--- src/rtl/con_ff_logic_pkg.sv ---
// Shared CPU constants for the branch-condition logic: C2 encodings,
// instruction-register field positions and datapath width.
package con_ff_logic_pkg;

    localparam int DATA_W = 32;

    // Position of the C2 branch-condition field inside the instruction register
    localparam int C2_HI = 20;
    localparam int C2_LO = 19;
    localparam int C2_W  = C2_HI - C2_LO + 1;

    // Branch condition encodings carried in C2
    typedef enum logic [1:0] {
        BR_ZR = 2'b00,  // branch if register is zero
        BR_NZ = 2'b01,  // branch if register is non-zero
        BR_PL = 2'b10,  // branch if register is non-negative
        BR_MI = 2'b11   // branch if register is negative
    } br_cond_e;

    // Pull the C2 field out of a full instruction word
    function automatic logic [C2_W-1:0] c2_field(input logic [DATA_W-1:0] ir);
        return ir[C2_HI:C2_LO];
    endfunction

endpackage

--- src/rtl/decoder_2to4.sv ---
// Generic 2-to-4 one-hot decoder; also used elsewhere in the control path.
module decoder_2to4 (
    input  logic [1:0] sel,
    output logic [3:0] onehot
);

    // One output line per select code, active when the code matches
    generate
        for (genvar gi = 0; gi < 4; gi++) begin : g_line
            assign onehot[gi] = (sel == 2'(gi));
        end
    endgenerate

endmodule

--- src/rtl/con_ff_logic.sv ---
// CON FF: evaluates the C2 branch condition of the current instruction
// against the register value on the bus and latches the one-bit decision
// the control unit uses to decide whether the PC takes the branch target.
module con_ff_logic
    import con_ff_logic_pkg::*;
(
    input  logic              clock,
    input  logic              clear,
    input  logic              ConIn,
    input  logic [DATA_W-1:0] IRout,
    input  logic [DATA_W-1:0] BusMuxOut,
    output logic              ConFFOut
);

    logic [C2_W-1:0]   c2;
    logic [3:0]        cond_line;
    logic [3:0]        cond_true;
    logic [DATA_W-1:0] or_chain;
    logic              bus_zero;
    logic              bus_sign;
    logic              take_branch;
    logic              con_reg;
    logic              con_next;

    // Only C2 steers the decision; the rest of the instruction word is
    // deliberately ignored, gathered here so it is visibly accounted for.
    logic unused_ir_bits;
    assign unused_ir_bits = ^{IRout[DATA_W-1:C2_HI+1], IRout[C2_LO-1:0]};

    assign c2 = c2_field(IRout);

    decoder_2to4 u_c2_dec (
        .sel    (c2),
        .onehot (cond_line)
    );

    // Zero detect as a NOR of every bus bit, built as a ripple OR chain
    assign or_chain[0] = BusMuxOut[0];
    generate
        for (genvar gi = 1; gi < DATA_W; gi++) begin : g_zero
            assign or_chain[gi] = or_chain[gi-1] | BusMuxOut[gi];
        end
    endgenerate
    assign bus_zero = ~or_chain[DATA_W-1];

    // Sign tap: zero counts as non-negative
    assign bus_sign = BusMuxOut[DATA_W-1];

    // Per-encoding condition, indexed by the C2 code that selects it
    always_comb begin
        cond_true        = '0;
        cond_true[BR_ZR] = bus_zero;
        cond_true[BR_NZ] = ~bus_zero;
        cond_true[BR_PL] = ~bus_sign;
        cond_true[BR_MI] = bus_sign;
    end

    // AND-OR select: exactly one decoder line is active
    assign take_branch = |(cond_line & cond_true);

    // Next-state: clear beats load, load beats hold
    always_comb begin
        con_next = con_reg;
        if (clear) begin
            con_next = 1'b0;
        end else if (ConIn) begin
            con_next = take_branch;
        end
    end

    // Decision flip-flop
    always_ff @(posedge clock) begin
        con_reg <= con_next;
    end

    assign ConFFOut = con_reg;

endmodule

--- config.mk ---
export PLATFORM = sky130hd
export DESIGN_NAME = con_ff_logic
export DESIGN_NICKNAME = d
export VERILOG_FILES = /design/src/rtl/con_ff_logic_pkg.sv /design/src/rtl/decoder_2to4.sv /design/src/rtl/con_ff_logic.sv
export SDC_FILE = /design/constraint.sdc
export NUM_CORES = 1
export LEC_CHECK = 0
export CAP_MARGIN = 5
export CORE_MARGIN = 4
export CORE_UTILIZATION = 10
export DETAILED_ROUTE_END_ITERATION = 8
export GPL_TIMING_DRIVEN = 0
export PLACE_DENSITY = 0.9
export SETUP_SLACK_MARGIN = 0.15
export SLEW_MARGIN = 20
export SYNTH_ARGS = -nofsm -noshare
export SYNTH_HDL_FRONTEND = slang
export SYNTH_SLANG_ARGS = --single-unit
--- constraint.sdc ---
create_clock -name clock -period 2.4 [get_ports clock]
set_clock_uncertainty 0.05 [all_clocks]
set_input_delay 0.6 -clock clock [delete_from_list [all_inputs] [get_ports clock]]
set_output_delay 0.6 -clock clock [all_outputs]
set_load 0.02 [all_outputs]
==> Yosys cells after proc, flatten, opt, wreduce, memory -nomap -nowiden <==
Index checks and enable logic that the tools add are counted.
{ "totals": {"inputBits": 67, "output_inout_bits": 1, "register_bits": 1} }
{ "op_classes": {"bitwise": 34, "reduce_logical": 2, "eq_ne": 3} }
{ "op_table": {"columns": ["cell", "n"], "rows": [
  ["OR 1 bit", 31],
  ["AND 4 bit", 1],
  ["== test 2 bit, second input constant", 2],
  ["OR reduction 4 bit", 1],
  ["== test 2 x 1 -> 1 bit, second input constant", 1],
  ["logical NOT 2 bit", 1],
  ["NOT 1 bit", 2]
]} }

==> Longest topological paths before layout <==
{ "logic_depth": {"word_depth": 34, "ltp_mapped": 4, "mapped_depth_nobuf": 4} }

==> Cells and area by module <==
From an unflattened synthesis, not the netlist that was laid out.
{ "unflattened": {"cells_unflattened": 23, "area_unflattened_um2": 173.9} }
{ "by_module_without_submodules": {"columns": ["mod", "instances", "cells_per_inst", "seq_area_each_um2", "area_each_um2"], "rows": [
  ["con_ff_logic", 1, 19, 20.0, 147.6],
  ["decoder_2to4", 1, 4, 0.0, 26.3]
]} }

==> Worst setup path before layout <==
OpenSTA, ideal clock, no wires.
{ "synth_path": {"path_type": "input to register", "startpoint": "input BusMuxOut[8]", "endpoint": "register con_reg, in the netlist ConFFOut", "t_arrival_ns": 1.433, "setup_time_ns": 0.121, "required_time_ns": 2.229, "cell_stages": 4, "setup_slack_ns": 0.796, "path_cell_list": "nor4_1 > nand4_1 > o21bai_1 > mux2_2"} }
{ "synth_between": {"elab_chain_len": 27} }
{ "synth_lines": {"columns": ["item", "line", "rtl"], "rows": [
  ["from (decl)", "con_ff_logic.sv:11", "input logic [DATA_W-1:0] BusMuxOut,"],
  ["OR 1 bit * (24 in series)", "con_ff_logic.sv:41", "assign or_chain[gi] = or_chain[gi-1] | BusMuxOut[gi];"],
  ["NOT 1 bit", "con_ff_logic.sv:44", "assign bus_zero = ~or_chain[DATA_W-1];"],
  ["AND 4 bit *", "con_ff_logic.sv:59", "assign take_branch = |(cond_line & cond_true);"],
  ["OR reduction 4 bit *", "con_ff_logic.sv:59", null],
  ["to (signal assigned)", "con_ff_logic.sv:73", "con_reg <= con_next;"],
  ["to (decl)", "con_ff_logic.sv:22", "logic con_reg;"]
]} }
Every way passes the cells marked *; elsewhere a longest branch is shown, timed or not.
A chain may end at the register's enable or synchronous reset.

==> Worst setup path after layout <==
Same ends and word-level chain as after synthesis.

==> impl_metrics.yaml <==
outcome:
  status: "finished clean"
floorplanning:
  io_pins: 68
  die_y_microns: 45.3
  die-width_microns: 45.3
  core_sq_mm: 0.00130
  die-area_sq_mm: 0.00205
  std_cell_rows: 13
  initial_core_util: 0.107
timing:
  hold_viol_final: 0
  rsz0062_at_grt: "no"
  tns_ns: 0
  period_needed_ns: 2.09
  finalMaxSlewViolations: 0
  setup_ws_ns: 0.306
  max_freq_ghz: 0.478
  relSlewSlack: 0.835
  period_share: 0.873
  worstMarginPinSlew_ns: 0.246
  setup_viol: 0
grt:
  grtUsageTotal: 0.0737
  first_global_vias: 325
  antenna_found_initial: 0
  grt_pass1_wl_mm: 1.17
  grt_max_degree: 4
  gr-total-overflow: 0
worst_setup_path:
  path_max_fanout: 1
  slowest_delay_ns: 0.40
  cp_data_required_time_ns: 2.23
  worst-setup-path-type: "in2reg"
  worstPathCellList: "clkdlybuf4s50_1 > nor4_1 > nand4_1 > o21bai_1 > mux2_2"
  worst_setup_path_end_kind: "flop"
  start_kind: "input pin"
  setup.worst_path.start: "BusMuxOut[8]"
  r2r-end: "ConFFOut"
  worstSetupEndpoint: "ConFFOut"
  timing.rr.start: "ConFFOut"
  rrSetupSlack_ns: 1.37
  critPathSlowestCell: "clkdlybuf4s50_1"
  reg2regPathDepth: 4
  crit_arrival_ns: 1.92
yosys:
  synth_top_area_share: 0.270
  seq_area_frac_synth: 0.144
  synth_top_family_by_area: "simple AND/OR/NAND/NOR gates"
  ys_ff_latch: 1
  synth_mux_area_frac: 0.0811
  synth_top_cell_by_area: "nor4_1"
  synth_area_sq_um: 139
  yosysWarnings: 0
  synthXorXnorAreaFrac: 0.0631
  synthDistinctLibCells: 11
  synth_compound_area_frac: 0.126
  synthSimpleGateAreaFrac: 0.586
  synth.area.top_cells: "nor4_1, dfxtp_1, nand4_1, nor4_2, mux2_2"
  syn_avg_cell_area_sq_um: 7.31
  synthAdderAreaFrac: 0
  syn-instance-count: 19
  syn_nets: 86
clock_network:
  clk-insertion-delay-late_ns: 0
  clk_pin_slew_worst_paths_ns: 0
  cts_setup_buffers: 0
  ctsResizeCount: 0
  ctsHoldBuffers: 0
layout:
  layout_common_cells: "clkdlybuf4s50_1, nor4_1, a21oi_1, nor2_1, nand4_1"
  largest_reg_flops: 1
  finalNetCount: 125
  syn_to_final_growth_pct: 280
  diodes: 0
  layout-drive-gt1-share: 0.0357
  seqCellArea_sq_um: 20.0
  final_common_cell: "clkdlybuf4s50_1"
  final-instance-count-excl-fill: 71
  nFillCells: 139
  fin_area_sq_um: 528
  multi_input_area_sq_um: 119
drt:
  drtIter0Drc: 0
  wire_per_inst_microns: 11.5
  drt_wl_total_microns: 818
  vias: 300
  drc: 0
  vias_per_cell: 4.23
  first_pass_iters: 1
  ant_nets: 0
power:
  power_uw: 93.1
  ir_worst_vdd_v: 0.0000790
  p_leak_nw: 0.175
  power_density_mw_per_mm2: 176
placement:
  dp.cells: 71
  dp_slack_ns: 0.253
  post-dp-hpwl_microns: 811
  placed_area_sq_um: 528
  io_buffers: 37
  gp_congestion: 0.619
job:
  drv_cap: 0
worst_hold_path:
  hp-class: "reg2reg"
synthesized netlist by cell type (all sizes together):
master  number
dfxtp        1
xnor2        1
mux2         1
nor2b        1
a21oi        2
nor2         2
nand4        2
o21bai       1
nor4         7
nor3         1
per-layer routing:
metal,track usage,vias to the layer above,share of wire
li1,-,155,-
met1,0.0425,130,0.23
met2,0.192,15,0.61
met3,0.0199,0,0.16
met4,0,0,0
met5,0,-,0
worst max-delay path, delay by kind of cell:
kind	cells	cell delay (ns)
and+or+nand+nor	2	0.42
AOI/OAI and AO/OA	1	0.17
muxes	1	0.34
buffers and inverters	1	0.40
cell type report:
cell class | count | area share
Multi-Input combinational cell | 18 | 0.225
Timing Repair Buffer | 37 | 0.701
Sequential cell | 1 | 0.0379
Tap cell | 15 | 0.0355
cells by family (layout without fill, tap and decap cells):
family	Yosys count	count (layout)
compound gates	3	3
xor+xnor	1	1
buf+inv	0	37
flops	1	1
mux	1	1
simple gates	13	13
metrics by stage:
stage / hold slack [ns] / utilization
global route: 0.789 / 0.406
CTS: 0.726 / 0.406
finish: 0.714 / 0.406
global placement: 0.713 / 0.406
floorplan: 0.783 / -
detailed placement: 0.726 / 0.406
power by group:
| group | leakage [nW] | internal, mW | switching, mW |
|---|---|---|---|
| registers | 0.00825 | 0.0183 | 0.000507 |
| logic | 0.167 | 0.0592 | 0.0151 |
| clock network | 0 | 0 | 0 |
worst min-delay path by stage:
stage,end,slack [ns],startpoint,cells past startpoint
detailed placement,ConFFOut,0.73,ConFFOut,4
global placement,ConFFOut,0.71,ConFFOut,4
global route,ConFFOut,0.79,ConFFOut,4
CTS,ConFFOut,0.73,ConFFOut,4
floorplan,ConFFOut,0.78,clear,2
finish,ConFFOut,0.71,ConFFOut,4
Power figures use the tool's default switching activity.
